`src/rtl/range_pkg.sv`:
```
// Shared types and constants for the range-tracking go/data/finish protocol.
// Used by both the stream generator and the range tracker.
package range_pkg;

  localparam int unsigned DATA_W = 4;

  typedef logic [DATA_W-1:0] data_t;

  // Generator frame states: FIRST is k=0, BODY is k=1..L-2, LAST is k=L-1.
  typedef enum logic [1:0] {
    IDLE,
    FIRST,
    BODY,
    LAST
  } gen_state_t;

endpackage

```
`src/rtl/range_stream_gen_if.sv`:
```
// Host/tracker-facing signal bundle of range_stream_gen.
// master: the generator side. slave: the host loading samples and watching the frame.
interface range_stream_gen_if
  import range_pkg::*;
#(
  parameter int unsigned DEPTH = 8
);

  localparam int unsigned CNT_W = $clog2(DEPTH) + 1;

  logic             wr_en;
  data_t            wr_data;
  logic             clear;
  logic             start;
  logic             go;
  logic             finish;
  data_t            data_out;
  logic             busy;
  logic             done;
  logic             err;
  logic [CNT_W-1:0] count;
  data_t            expected_range;

  modport master (
    input  wr_en, wr_data, clear, start,
    output go, finish, data_out, busy, done, err, count, expected_range
  );

  modport slave (
    output wr_en, wr_data, clear, start,
    input  go, finish, data_out, busy, done, err, count, expected_range
  );

endinterface

```
`src/rtl/range_gen_buf.sv`:
```
// Sample buffer for range_stream_gen: DEPTH x DATA_W registers, one write port,
// one combinational read port, cleared on reset.
module range_gen_buf
  import range_pkg::*;
#(
  parameter int unsigned DEPTH = 8
) (
  input  logic                     clock,
  input  logic                     reset_n,
  input  logic                     i_wr_en,
  input  logic [$clog2(DEPTH)-1:0] i_wr_addr,
  input  data_t                    i_wr_data,
  input  logic [$clog2(DEPTH)-1:0] i_rd_addr,
  output data_t                    o_rd_data
);

  data_t r_mem [DEPTH];

  // Storage array: write one entry per cycle, whole array cleared on reset.
  always_ff @(posedge clock or negedge reset_n) begin
    if (!reset_n) begin
      for (int i = 0; i < int'(DEPTH); i++) begin
        r_mem[i] <= '0;
      end
    end else if (i_wr_en) begin
      r_mem[i_wr_addr] <= i_wr_data;
    end
  end

  assign o_rd_data = r_mem[i_rd_addr];

endmodule

```
`src/rtl/range_stream_gen.sv`:
```
// Frame transmitter for the go/data/finish range-tracking protocol.
// Buffers up to DEPTH samples and plays them out as one frame per start.
// Optional feature macro: RANGE_GEN_EXPECT_EN (builds min/max tracking and
// drives expected_range; otherwise expected_range is tied to 0).
module range_stream_gen
  import range_pkg::*;
#(
  parameter int unsigned DEPTH = 8
) (
  input  logic               clock,
  input  logic               reset_n,
  range_stream_gen_if.master bus
);

  localparam int unsigned CNT_W = $clog2(DEPTH) + 1;
  localparam int unsigned IDX_W = $clog2(DEPTH);

  gen_state_t       r_state, w_state_d;
  logic [CNT_W-1:0] r_count, w_count_d;
  logic [CNT_W-1:0] r_k, w_k_d;
  logic             r_err, w_err_d;
  logic             r_go, w_go_d;
  logic             r_finish, w_finish_d;
  logic             r_busy, w_busy_d;
  logic             r_done, w_done_d;
  data_t            r_data, w_data_d;

  logic             w_wr_en;
  logic [IDX_W-1:0] w_wr_addr;
  logic [IDX_W-1:0] w_rd_addr;
  data_t            w_rd_data;
  logic [CNT_W-1:0] w_k_next;
  logic [CNT_W-1:0] w_rd_k;
  logic [CNT_W-1:0] w_last_k;

  range_gen_buf #(
    .DEPTH (DEPTH)
  ) u_buf (
    .clock     (clock),
    .reset_n   (reset_n),
    .i_wr_en   (w_wr_en),
    .i_wr_addr (w_wr_addr),
    .i_wr_data (bus.wr_data),
    .i_rd_addr (w_rd_addr),
    .o_rd_data (w_rd_data)
  );

  // Index of the sample to show next cycle; a single-sample frame repeats the last entry.
  always_comb begin
    w_k_next  = (r_state == IDLE) ? '0 : r_k + CNT_W'(1);
    w_rd_k    = (w_k_next < r_count) ? w_k_next : r_count - CNT_W'(1);
    w_rd_addr = IDX_W'(w_rd_k);
    w_wr_addr = IDX_W'(r_count);
    w_last_k  = (r_count < CNT_W'(2)) ? CNT_W'(1) : r_count - CNT_W'(1);
  end

  // Next-state and registered-output logic for the frame FSM.
  always_comb begin
    w_state_d  = r_state;
    w_count_d  = r_count;
    w_k_d      = r_k;
    w_err_d    = r_err;
    w_go_d     = 1'b0;
    w_finish_d = 1'b0;
    w_busy_d   = r_busy;
    w_done_d   = 1'b0;
    w_data_d   = r_data;
    w_wr_en    = 1'b0;
    unique case (r_state)
      IDLE: begin
        if (bus.start && (r_count != '0)) begin
          // Accepting a frame masks wr_en/clear for this cycle.
          w_state_d = FIRST;
          w_k_d     = '0;
          w_go_d    = 1'b1;
          w_busy_d  = 1'b1;
          w_data_d  = w_rd_data;
        end else begin
          if (bus.clear) begin
            w_count_d = '0;
            w_err_d   = 1'b0;
          end else if (bus.wr_en) begin
            if (r_count < CNT_W'(DEPTH)) begin
              w_wr_en   = 1'b1;
              w_count_d = r_count + CNT_W'(1);
            end else begin
              w_err_d = 1'b1;
            end
          end
          if (bus.start) begin
            w_err_d = 1'b1;
          end
        end
      end
      FIRST, BODY: begin
        w_k_d    = w_k_next;
        w_data_d = w_rd_data;
        if (w_k_next == w_last_k) begin
          w_state_d  = LAST;
          w_finish_d = 1'b1;
        end else begin
          w_state_d = BODY;
        end
        if (bus.wr_en) begin
          w_err_d = 1'b1;
        end
      end
      LAST: begin
        w_state_d = IDLE;
        w_busy_d  = 1'b0;
        w_done_d  = 1'b1;
        if (bus.wr_en) begin
          w_err_d = 1'b1;
        end
      end
      default: begin
        w_state_d = IDLE;
        w_busy_d  = 1'b0;
      end
    endcase
  end

  // State and output registers; reset aborts any frame without a finish.
  always_ff @(posedge clock or negedge reset_n) begin
    if (!reset_n) begin
      r_state  <= IDLE;
      r_count  <= '0;
      r_k      <= '0;
      r_err    <= 1'b0;
      r_go     <= 1'b0;
      r_finish <= 1'b0;
      r_busy   <= 1'b0;
      r_done   <= 1'b0;
      r_data   <= '0;
    end else begin
      r_state  <= w_state_d;
      r_count  <= w_count_d;
      r_k      <= w_k_d;
      r_err    <= w_err_d;
      r_go     <= w_go_d;
      r_finish <= w_finish_d;
      r_busy   <= w_busy_d;
      r_done   <= w_done_d;
      r_data   <= w_data_d;
    end
  end

`ifdef RANGE_GEN_EXPECT_EN
  data_t r_min, w_min_d;
  data_t r_max, w_max_d;
  data_t r_range, w_range_d;

  // Running min/max over every emitted sample; range published with done.
  always_comb begin
    w_min_d   = r_min;
    w_max_d   = r_max;
    w_range_d = r_range;
    if ((r_state == IDLE) && (w_state_d == FIRST)) begin
      w_min_d = w_data_d;
      w_max_d = w_data_d;
    end else if ((r_state == FIRST) || (r_state == BODY)) begin
      if (w_data_d < r_min) w_min_d = w_data_d;
      if (w_data_d > r_max) w_max_d = w_data_d;
    end else if (r_state == LAST) begin
      w_range_d = r_max - r_min;
    end
  end

  // Min/max/range registers.
  always_ff @(posedge clock or negedge reset_n) begin
    if (!reset_n) begin
      r_min   <= '0;
      r_max   <= '0;
      r_range <= '0;
    end else begin
      r_min   <= w_min_d;
      r_max   <= w_max_d;
      r_range <= w_range_d;
    end
  end

  assign bus.expected_range = r_range;
`else
  assign bus.expected_range = '0;
`endif

  assign bus.go       = r_go;
  assign bus.finish   = r_finish;
  assign bus.data_out = r_data;
  assign bus.busy     = r_busy;
  assign bus.done     = r_done;
  assign bus.err      = r_err;
  assign bus.count    = r_count;

endmodule

```
`src/flat_wrapper.sv`:
```
// flat-port wrapper written by rule: the top's interface ports become plain ports
module range_stream_gen_flat import range_pkg::*;
#(
  parameter int unsigned DEPTH = 8
)
  (clock, reset_n, bus_wr_en, bus_wr_data, bus_clear, bus_start, bus_go, bus_finish, bus_data_out, bus_busy, bus_done, bus_err, bus_count, bus_expected_range);
  range_stream_gen_if #(.DEPTH(DEPTH)) bus_i ();
  input  logic clock;
  input  logic reset_n;
  input wire logic [$bits(bus_i.wr_en)-1:0] bus_wr_en;
  input wire logic [$bits(bus_i.wr_data)-1:0] bus_wr_data;
  input wire logic [$bits(bus_i.clear)-1:0] bus_clear;
  input wire logic [$bits(bus_i.start)-1:0] bus_start;
  output wire logic [$bits(bus_i.go)-1:0] bus_go;
  output wire logic [$bits(bus_i.finish)-1:0] bus_finish;
  output wire logic [$bits(bus_i.data_out)-1:0] bus_data_out;
  output wire logic [$bits(bus_i.busy)-1:0] bus_busy;
  output wire logic [$bits(bus_i.done)-1:0] bus_done;
  output wire logic [$bits(bus_i.err)-1:0] bus_err;
  output wire logic [$bits(bus_i.count)-1:0] bus_count;
  output wire logic [$bits(bus_i.expected_range)-1:0] bus_expected_range;
  assign bus_i.wr_en = bus_wr_en;
  assign bus_i.wr_data = bus_wr_data;
  assign bus_i.clear = bus_clear;
  assign bus_i.start = bus_start;
  assign bus_go = bus_i.go;
  assign bus_finish = bus_i.finish;
  assign bus_data_out = bus_i.data_out;
  assign bus_busy = bus_i.busy;
  assign bus_done = bus_i.done;
  assign bus_err = bus_i.err;
  assign bus_count = bus_i.count;
  assign bus_expected_range = bus_i.expected_range;
  range_stream_gen #(.DEPTH(DEPTH)) u_core (.clock(clock), .reset_n(reset_n), .bus(bus_i));
endmodule
```
`config.mk`:
```
export PLATFORM = sky130hd
export DESIGN_NAME = range_stream_gen_flat
export DESIGN_NICKNAME = d
export VERILOG_FILES = /design/src/rtl/range_pkg.sv /design/src/rtl/range_stream_gen_if.sv /design/src/rtl/range_gen_buf.sv /design/src/rtl/range_stream_gen.sv /design/src/flat_wrapper.sv
export SDC_FILE = /design/constraint.sdc
export NUM_CORES = 1
export LEC_CHECK = 0
export BUFFER_PORTS_ARGS = -buffer_cell sky130_fd_sc_hd__buf_2
export CAP_MARGIN = 20
export CELL_PAD_IN_SITES_DETAIL_PLACEMENT = 1
export CELL_PAD_IN_SITES_GLOBAL_PLACEMENT = 1
export CORE_ASPECT_RATIO = 0.5
export CORE_MARGIN = 1.5
export CORE_UTILIZATION = 44
export DETAILED_ROUTE_END_ITERATION = 16
export PLACE_DENSITY_LB_ADDON = 0.1
export SLEW_MARGIN = 40
export SYNTH_ARGS = -nofsm -noshare
export SYNTH_HDL_FRONTEND = slang
export SYNTH_SLANG_ARGS = --single-unit
```
`constraint.sdc`:
```
create_clock -name clock -period 2.7 [get_ports clock]
set_input_delay 0.27 -clock clock [delete_from_list [all_inputs] [get_ports clock]]
set_output_delay 0.27 -clock clock [all_outputs]
set_load 0.05 [all_outputs]
```
==> reports/metrics.cfg, run 1 <==
[outcome]
status=finished clean

[floorplanning]
ios=26
coreArea_mm2=0.006256
die_height_um=60.88
dieArea_mm2=0.007229
start_util_pct=47.12
die_width_um=118.8
num_rows=20

[finish]
antenna_cells=0
final_core_util_pct=53.60
fill_cells=669
seq_area_mm2=0.001276
area_delta_synth_final_pct=13.75
final_nets=286
multi_input_area_mm2=0.001562
drive_gt1_share_pct=36.30

[sta]
finClkSkew_ns=0.007339
min_period_over_period_pct=96.12
finalMaxSlewViolations=0
hold_viol_final=0
fmax_mhz=385.3
relSlewSlack_pct=62.78
tightest_slew_ns=0.5583
setup_violations=0
fin_crit_ns=2.595
fin_ws_ns=0.1048
holdWs_ns=0.2037
rsz0062_at_grt=yes

[yosys]
ys_seq_elements=51
synthFlopType=dfrtp_1
yosys.cell_count.top_type=dfrtp_1
synthArstFlopShare_pct=100.0
ys_warn_count=0
synth_common_cells=51 x dfrtp_1, 29 x mux2_2, 16 x mux4_2
yosys.area.top_type=dfrtp_1
yosysUniqueCellTypes=49
synth_edf_count=0
synth_cells=241
yosysTopAreaCellShare_pct=43.29
syn_area_per_cell_um2=12.23
seq_area_frac_synth_pct=43.29
netlist_area_mm2=0.002948
yosys-top-cells-area=dfrtp_1 43%, mux4_2 12%, mux2_2 11%, mux2i_1 3.1%, ha_1 3.0%

[clock_tree]
clk_pin_slew_ns=0.07
clkLatencyLatePin_ns=0.29
cts_root_buffer=clkbuf_16
htreeDepth=2
cts_buffers=5
clkSinkCount=51
cts_tree=yes
clk_path_buf_depth=2

[detailed_routing]
vias=2038
ant_nets=0
wl_per_cell_um=19.54
finalWirelength_um=6996
vias_per_cell=5.693
route.detailed.drc=0
first_iter_violations=96
dr.pass1.iters=4

[power]
p_total_uw=4635
max-vdd-ir-drop_uv=476.8
power_leakage_uw=0.001584
cellPowerDensity_mw_per_mm2=1382

[flow_run]
drv_cap=0

[global_route]
antenna_found_initial=0
gr-usage-all-layers_pct=21.71
first_global_vias=2108
grt_overflow=0
grt_pass1_wl_um=11740
grt_max_degree=32

[critical_path]
endpoint_kind=flip-flop
cp.required_ns=2.88
startpoint_type=flip-flop
cp_max_fo=8
path_class=reg2reg
crit_top_cell=ha_1
arrival_ns=2.77
cpPeakStageDelay_ns=0.42
crit_chain=ha_1 > nor2b_2 > ha_1 > or2_2 > o311ai_2 > o2111ai_4 > mux2i_1 > nor3b_1 > a211o_1
critical-path-slowest-cell=dfrtp_1

[placement]
dpl.hpwl_um=5150
pre_cts_slack_ns=0.1327
port_buffers=21
gp_congestion=0.7609

[min_path]
hp-class=in2reg

[state kept, by name, summed over array words and instances (netlist names)]
name and cells:
u_core.r_k 4, u_core.bus.done 1, u_core.bus.busy 1, u_core.bus.finish 1, u_core.bus.data_out 4, u_core.bus.err 1, u_core.r_state 2, u_core.bus.count 4
u_core.bus.go 1, u_core.u_buf.r_mem 32
[critical path, delay by kind of cell (launching register included)]
kind	cells	cell delay, ns
simple gates	3	0.54
compound gates	3	0.63
mux	1	0.28
flops	1	0.42
fa+ha+maj	2	0.61
[final timing paths]
check,from,endpoint,slack [ns],cells past startpoint
max in group asynchronous,reset_n,u_core.r_state[0],1.43,3
min reg2reg,u_core.bus.data_out[2],u_core.bus.data_out[2],0.50,2
min in group asynchronous,reset_n,u_core.u_buf.r_mem[7],0.47,2
min,bus_clear,u_core.bus.count[2],0.20,2
max reg2reg,u_core.r_k[1],u_core.bus.data_out[1],0.10,9
max,u_core.r_k[1],u_core.bus.data_out[1],0.10,9
[cell type report]
cell class / count / area share [%]
Tap cell: 88 / 3.284
Inverter: 10 / 1.119
Clock inverter: 2 / 1.119
Timing Repair Buffer: 34 / 6.119
Sequential cell: 51 / 38.06
Clock buffer: 5 / 3.731
Multi-Input combinational cell: 168 / 46.57
[routing by layer]
layer	GRT usage (%)	vias up	share of wire, %
li1	-	940	-
met4	5.508	0	0.84
met3	4.887	7	2.6
met5	0	-	0
met1	30.34	1069	51
met2	35.30	22	45
[stage by stage]
stage / setup TNS [ns] / cells / cell area (um^2)
3_5_place_dp: 0 / 348 / 3162
5_1_grt: -0.04134 / 358 / 3353
4_1_cts: 0 / 356 / 3334
6_report: 0 / 358 / 3353
2_1_floorplan: 0 / 244 / 2959
3_3_place_gp: 0 / 348 / 3162
[what timing repair did]
action / CTS / global route
endpoints found under the hold margin: 20 / 0
gates resized for setup: 0 / 1
hold buffers: 1 / 0
endpoints found under the setup margin: 0 / 2
buffers inserted: 0 / 2
[cells in the final DEF, fill, tap and decap left out, types with 2 or more instances in the layout]
cell type  instances
o21ai_2            2
a211o_1            3
nand2b_1           2
nand4_1            2
a22o_1             2
o21ai_0            5
nor3_1             5
and2_1             2
nand2_1           15
dfrtp_1           51
mux2i_1            9
xor2_1             3
inv_2              2
nor2_1            12
mux4_2            16
buf_4             12
inv_1              8
xnor2_1            4
o22ai_1            3
mux2_2            29
mux2_1             5
conb_1             4
nor2b_1            2
clkbuf_16          5
buf_2             21
nand3_1            5
a21oi_1            7
ha_1               7
nor3b_1            3
[cells by family after synthesis]
group                    after synthesis  synth area share, %
other                                  1               0.1272
XOR/XNOR                               7                2.080
AO/OA/AOI/OAI                         36                9.467
multiplexers                          59                28.27
flip-flops                            51                43.29
buffers and inverters                 25                4.244
adder cells (fa/ha/maj)                7                2.971
AND/OR/NAND/NOR                       55                9.550
[report_power, final]
part / internal, uW / leakage (uW) / switching, uW / total, uW
clock network: 432 / 0.0000759 / 287 / 720
registers: 988 / 0.000681 / 159 / 1150
logic: 1190 / 0.000827 / 1580 / 2770
total: 2610 / 0.00158 / 2020 / 4640
Power figures use the tool's default switching activity.
==> run 2: changes to the inputs <==
--- a/config.mk
+++ b/config.mk
@@ -11,7 +11,7 @@
 export CELL_PAD_IN_SITES_GLOBAL_PLACEMENT = 1
 export CORE_ASPECT_RATIO = 0.5
 export CORE_MARGIN = 1.5
-export CORE_UTILIZATION = 44
+export CORE_UTILIZATION = 52
 export DETAILED_ROUTE_END_ITERATION = 16
 export PLACE_DENSITY_LB_ADDON = 0.1
 export SLEW_MARGIN = 40
==> constraint.sdc (replaced) <==
create_clock -name clock -period 3.2 [get_ports clock]
set_input_delay 0.32 -clock clock [delete_from_list [all_inputs] [get_ports clock]]
set_output_delay 0.32 -clock clock [all_outputs]
set_load 0.05 [all_outputs]
==> run 2 against run 1 <==
  * Global-route usage up 4.9 points
  * Critical path depth is 1 higher
  * Non-clock buffer count is 9 lower
  * Highest routed layer unchanged
  * Wire length rose by 3.7%
  * Register-to-register slack improved by 0.30 ns
  * Worst setup slack gained 0.30 ns
  * Clock skew down 0.0035 ns
  * Cell count down 6.4%
  * Clock power down 26%
  * Maximum frequency decreased by 7.3%
  * Sequential share of layout area up 1.3 points
  * Hold slack lost 0.14 ns
==> reports/metrics.cfg, run 2 (synthesized netlist as in run 1, its figures left out) <==
[clock_tree]
cts_tree=yes
clkLatencyLatePin_ns=0.29  ; about the same
clk_path_buf_depth=2  ; unchanged
cts_buffers=5  ; unchanged
clk_pin_slew_ns=0.07  ; about the same
ctsResizeCount=0  ; unchanged
clkSinkCount=51  ; unchanged
cts_hold_buffers=0  ; -1
cts_setup_buffers=0  ; unchanged
htreeDepth=2  ; unchanged
cts_root_buffer=clkbuf_16

[power]
power_leakage_uw=0.001532  ; -3.3%
p_total_uw=3771  ; -19%
cellPowerDensity_mw_per_mm2=1162  ; -16%
max-vdd-ir-drop_uv=533.0  ; +12%

[critical_path]
rr_worst_depth=10  ; +1
crit_family=adder cells
endpoint_kind=flip-flop
r2r-end=u_core.bus.data_out[3]
path_class=reg2reg
crit_chain=inv_1 > ha_1 > nor2_1 > ha_1 > nor2b_1 > o311ai_2 > o2111ai_4 > mux2i_1 > nor3_1 > a211o_1
crit_top_cell=ha_1
arrival_ns=2.98  ; +0.21 ns
cp.required_ns=3.38  ; +0.50 ns
cp_max_fo=11  ; +3
critPathBufInv=1  ; +1
cp_num_cells=10  ; +1
startpoint_type=flip-flop
cpPeakStageDelay_ns=0.45  ; +0.03 ns
endpoint=u_core.bus.data_out[3]
rrSetupSlack_ns=0.40  ; +0.30 ns
crit_start=u_core.r_state[1]
r2r-start=u_core.r_state[1]
critical-path-slowest-cell=ha_1

[finish]
antenna_cells=0  ; unchanged
layout_common_cells=51 x dfrtp_1, 29 x mux2_2, 20 x buf_2
largest_register_ffs=32  ; unchanged
final_nets=277  ; -3.1%
area_delta_synth_final_pct=10.10
top_register=u_core.u_buf.r_mem
multi_input_area_mm2=0.001558  ; -0.24%
drive_gt1_share_pct=33.97  ; -2.3 points
seq_area_mm2=0.001276  ; unchanged
fill_cells=577  ; -14%
final_core_util_pct=59.36  ; +5.8 points
fin_area_mm2=0.003246  ; -3.2%
layout_commonest_cell=dfrtp_1

[outcome]
status=finished clean

[min_path]
hp-class=in2async

[floorplanning]
coreArea_mm2=0.005468  ; -13%
start_util_pct=53.91  ; +6.8 points
ios=26  ; unchanged
die_width_um=109.5  ; -7.8%
die_height_um=56.24  ; -7.6%
num_rows=19  ; -5.0%
dieArea_mm2=0.006157  ; -15%

[global_route]
gr-usage-all-layers_pct=26.62  ; +4.9 points
grt_max_degree=52  ; +63%
grt_pass1_wl_um=12060  ; +2.8%
antenna_found_initial=0  ; unchanged
grt_overflow=0  ; unchanged
first_global_vias=2311  ; +9.6%

[sta]
min_period_over_period_pct=87.45  ; -8.7 points
relSlewSlack_pct=55.48  ; -7.3 points
finClkSkew_ns=0.003877  ; -0.003462 ns
hold_viol_final=0  ; unchanged
rsz0062_at_grt=no
setup_violations=0  ; unchanged
fmax_mhz=357.3  ; -7.3%
fin_setup_tns_ns=0  ; unchanged
fin_crit_ns=2.799  ; +0.2033 ns
holdWs_ns=0.05914  ; -0.1445 ns
tightest_slew_ns=0.6678  ; +0.1095 ns
finalMaxSlewViolations=0  ; unchanged

[detailed_routing]
vias=2062  ; +1.2%
ant_nets=0  ; unchanged
route.detailed.drc=0  ; unchanged
first_iter_violations=75  ; -22%
dr.pass1.iters=4  ; unchanged
finalWirelength_um=7254  ; +3.7%
wl_per_cell_um=21.65  ; +11%
vias_per_cell=6.155  ; +8.1%

[placement]
placed_area_mm2=0.003100  ; -1.9%
dpl.hpwl_um=5025  ; -2.4%
port_buffers=21  ; unchanged
gp_congestion=0.7860  ; +3.3%

[flow_run]
drv_cap=0  ; unchanged

[run 2: through the flow]
stage | instances | setup WS [ns]
after floorplan | 244 | 0.5676
after global placement | 327 | 0.5584
after detailed placement | 327 | 0.4463
after CTS | 335 | 0.3984
after global routing | 335 | 0.1863
final | 335 | 0.4015
[run 2: layout make-up]
type                    instances  share of cell area (%)
inverters                      10                   1.157
clock buffers                   6                   3.971
multi-input cells             168                   48.00
clock inverters                 2                  0.5012
repair buffers                 25                   4.241
flip-flops and latches         51                   39.32
well taps                      73                   2.814
[run 2: per-layer routing]
metal / global-route usage, % / part of all wire, % / routed length, um / vias to the layer above
li1: - / - / - / 926
met1: 35.27 / 44 / 3170 / 1071
met2: 45.70 / 51 / 3669 / 54
met3: 5.738 / 4.8 / 349 / 11
met4: 4.638 / 0.88 / 64 / 0
met5: 0 / 0 / 0 / -
[run 2: where the power goes]
part           internal (uW)  leakage [uW]  switching (uW)
logic                    921      0.000783            1300
registers                833      0.000681             180
clock network            293     0.0000675             241
[run 2: how the worst min path moves through the flow]
stage	start	to	slack, ns
final	reset_n	u_core.bus.done	0.06
after global routing	reset_n	u_core.bus.busy	0.11
after CTS	reset_n	u_core.bus.count[0]	0.08
after detailed placement	reset_n	u_core.bus.busy	0.40
after global placement	u_core.bus.data_out[2]	u_core.bus.data_out[2]	0.46
after floorplan	reset_n	u_core.bus.busy	0.02
==> run 3: changes to the inputs <==
--- a/config.mk
+++ b/config.mk
@@ -17,4 +17,5 @@
 export SLEW_MARGIN = 40
 export SYNTH_ARGS = -nofsm -noshare
 export SYNTH_HDL_FRONTEND = slang
+export SYNTH_HIERARCHICAL = 1
 export SYNTH_SLANG_ARGS = --single-unit
==> run 3 against run 2 <==
  * Die area is 7.9% lower
  * Combinational power is 9.5% lower
  * Via count down 17%
  * Total power decreased by 12%
  * Largest cell class unchanged
  * Critical endpoint is now u_core/bus.data_out[1]
  * Non-clock buffer count up 11
  * Clock power fell by 27%
  * Largest power group unchanged
==> reports/metrics.cfg, run 3 <==
[yosys]
yosysUniqueCellTypes=42  ; -14%
yosys-top-cells-area=dfrtp_1 47%, mux2_2 15%, mux4_1 7.8%, ha_1 3.7%, mux2_4 2.2%
synth_edf_count=0  ; unchanged
ys_warn_count=6  ; +6
yosys.area_share.adder_pct=3.700  ; +0.73 points
synth-simple-area-share_pct=9.621  ; +0.071 points
synthMuxAreaShare_pct=26.92  ; -1.3 points
synth-compound-area-share_pct=7.123  ; -2.3 points
syn_area_per_cell_um2=13.66  ; +12%
synthArstFlopShare_pct=100.0  ; unchanged
netlist_area_mm2=0.002705  ; -8.2%
yosys.cell_count.top_type=dfrtp_1
yosysTopAreaCellShare_pct=47.18  ; +3.9 points
synthFlopType=dfrtp_1
seq_area_frac_synth_pct=47.18  ; +3.9 points
synth_top_family_by_area=multiplexers
synth_cells=198  ; -18%
yosys.area.top_type=dfrtp_1
ys_seq_elements=51  ; unchanged
synthXorXnorAreaFrac_pct=1.943  ; -0.14 points
synth_common_cells=51 x dfrtp_1, 37 x mux2_2, 9 x nor2_1

[sta]
setup_violations=0  ; unchanged
tightest_slew_ns=0.6219  ; -0.04586 ns
min_period_over_period_pct=97.00  ; +9.5 points
finalMaxSlewViolations=0  ; unchanged
hold_viol_final=0  ; unchanged
fin_crit_ns=3.104  ; +0.3054 ns
fmax_mhz=322.2  ; -9.8%
finClkSkew_ns=0.006228  ; +0.002352 ns
relSlewSlack_pct=58.54  ; +3.1 points
fin_ws_ns=0.09612  ; -0.3054 ns

[finish]
drive_gt1_share_pct=47.03  ; +13 points
multi_input_area_mm2=0.001361  ; -13%
area_delta_synth_final_pct=13.32
layout_common_cells=50 x dfrtp_1, 38 x mux2_2, 21 x buf_2
seq_area_mm2=0.001277  ; about the same
fill_cells=514  ; -11%
largest_register_ffs=32  ; unchanged
antenna_cells=0  ; unchanged
layout_commonest_cell=dfrtp_1
final_nets=252  ; -9.0%
fin_cells=306  ; -8.7%
top_register=u_core/u_buf/r_mem

[detailed_routing]
finalWirelength_um=5892  ; -19%
wl_per_cell_um=19.25  ; -11%
dr.pass1.iters=4  ; unchanged
vias=1714  ; -17%
route.detailed.drc=0  ; unchanged
vias_per_cell=5.601  ; -9.0%
first_iter_violations=61  ; -19%
ant_nets=0  ; unchanged

[critical_path]
r2r-start=u_core/r_k[1]
crit_start=u_core/r_k[1]
cp_max_fo=8  ; -3
path_class=reg2reg
crit_top_cell=a21o_1
endpoint_kind=flip-flop
crit_chain=ha_1 > nor2b_4 > ha_4 > a21o_1 > a21o_1 > a21oi_4 > mux2i_1 > buf_6 > mux4_2 > mux2_2 > mux2_4
rr_worst_depth=11  ; +1
rrSetupSlack_ns=0.1  ; -0.31 ns
cpPeakStageDelay_ns=0.52  ; +0.07 ns
cp.required_ns=3.41  ; +0.03 ns
startpoint_type=flip-flop
critical-path-slowest-cell=mux4_2
r2r-end=u_core/bus.data_out[1]
arrival_ns=3.31  ; +0.33 ns

[clock_tree]
cts_tree=yes
clk_pin_slew_ns=0.10  ; +0.03 ns
clkLatencyLatePin_ns=0.31  ; +0.02 ns
cts_root_buffer=clkbuf_8
cts_buffers=5  ; unchanged
htreeDepth=2  ; unchanged
clkSinkCount=51  ; unchanged
clk_path_buf_depth=2  ; unchanged

[floorplanning]
die_height_um=54  ; -4.0%
coreArea_mm2=0.004977  ; -9.0%
ios=26  ; unchanged
dieArea_mm2=0.005670  ; -7.9%
num_rows=18  ; -1
start_util_pct=54.35  ; +0.44 points
die_width_um=105  ; -4.1%

[global_route]
grt_pass1_wl_um=9377  ; -22%
gr-usage-all-layers_pct=22.60  ; -4.0 points
antenna_found_initial=0  ; unchanged
grt_max_degree=28  ; -46%
grt_overflow=0  ; unchanged
first_global_vias=1756  ; -24%

[outcome]
status=finished clean

[power]
power_leakage_uw=0.001477  ; -3.6%
max-vdd-ir-drop_uv=425.8  ; -20%
p_total_uw=3324  ; -12%
cellPowerDensity_mw_per_mm2=1084  ; -6.7%

[placement]
pre_cts_slack_ns=-0.02033  ; -0.4666 ns
dpl.hpwl_um=4093  ; -19%
gp_congestion=0.7573  ; -3.7%
port_buffers=21  ; unchanged
dp_cells=297  ; -9.2%

[min_path]
hp-class=in2async

[flow_run]
drv_cap=0  ; unchanged

-- run 3: logic make-up after synthesis --
kind of cell / Yosys count
AO/OA/AOI/OAI: 25
AND/OR/NAND/NOR: 38
adder cells (fa/ha/maj): 8
other: 1
buffers and inverters: 16
flip-flops: 51
multiplexers: 53
XOR/XNOR: 6
-- run 3: how the worst max path moves through the flow --
stage                                        end  cells past startpoint
after global routing      u_core/bus.data_out[1]                     11
after CTS                 u_core/bus.data_out[0]                     11
after floorplan           u_core/bus.data_out[0]                     13
after global placement    u_core/bus.data_out[3]                     11
final                     u_core/bus.data_out[1]                     11
after detailed placement  u_core/bus.data_out[1]                     12
-- run 3: power by group --
group          total [uW]  internal (uW)  switching [uW]  leakage, uW
sequential            924            817             107     0.000679
clock                 389            159             230    0.0000489
combinational        2010            986            1020     0.000749
-- run 3: through the flow --
stage                     utilization, %  area [um^2]  hold slack (ns)  setup TNS [ns]
after global routing               61.59         3065          0.04954        -0.03526
after floorplan                        -         2725          0.02441               0
after global placement             59.43         2958           0.3705               0
after detailed placement           59.43         2958           0.3794        -0.02776
after CTS                          61.01         3037          0.03643        -0.03100
final                              61.59         3065          0.01389               0
-- run 3: repair_timing --
item | CTS | global route
pin swaps | 0 | 3
hold buffers | 0 | 0
buffers inserted | 0 | 1
setup endpoints to repair | 4 | 4
gates resized for setup | 6 | 9
-- run 3: final cells by class --
cell class | instances | share of cell area (%)
Clock buffer | 5 | 2.245
Sequential cell | 51 | 41.67
Clock inverter | 3 | 0.7347
Multi-Input combinational cell | 134 | 44.41
Inverter | 7 | 0.8571
Timing Repair Buffer | 36 | 7.224
Tap cell | 70 | 2.857
-- run 3: layer usage --
layer  part of all wire, %  track usage, %  vias to the layer above  wire length, um
li1                      -               -                      791                -
met1                    48           28.00                      891             2801
met2                    49           41.83                       27             2877
met3                   2.9           4.479                        5              172
met4                  0.68           6.164                        0               40
met5                     0               0                        -                0
-- run 3: worst max-delay path, delay by kind of cell (launching register included) --
kind	cells	cell delay [ns]
muxes	4	1.29
DFF	1	0.40
adders and majority gates	2	0.50
and+or+nand+nor	1	0.17
AOI/OAI and AO/OA	3	0.45
buffers and inverters	1	0.19
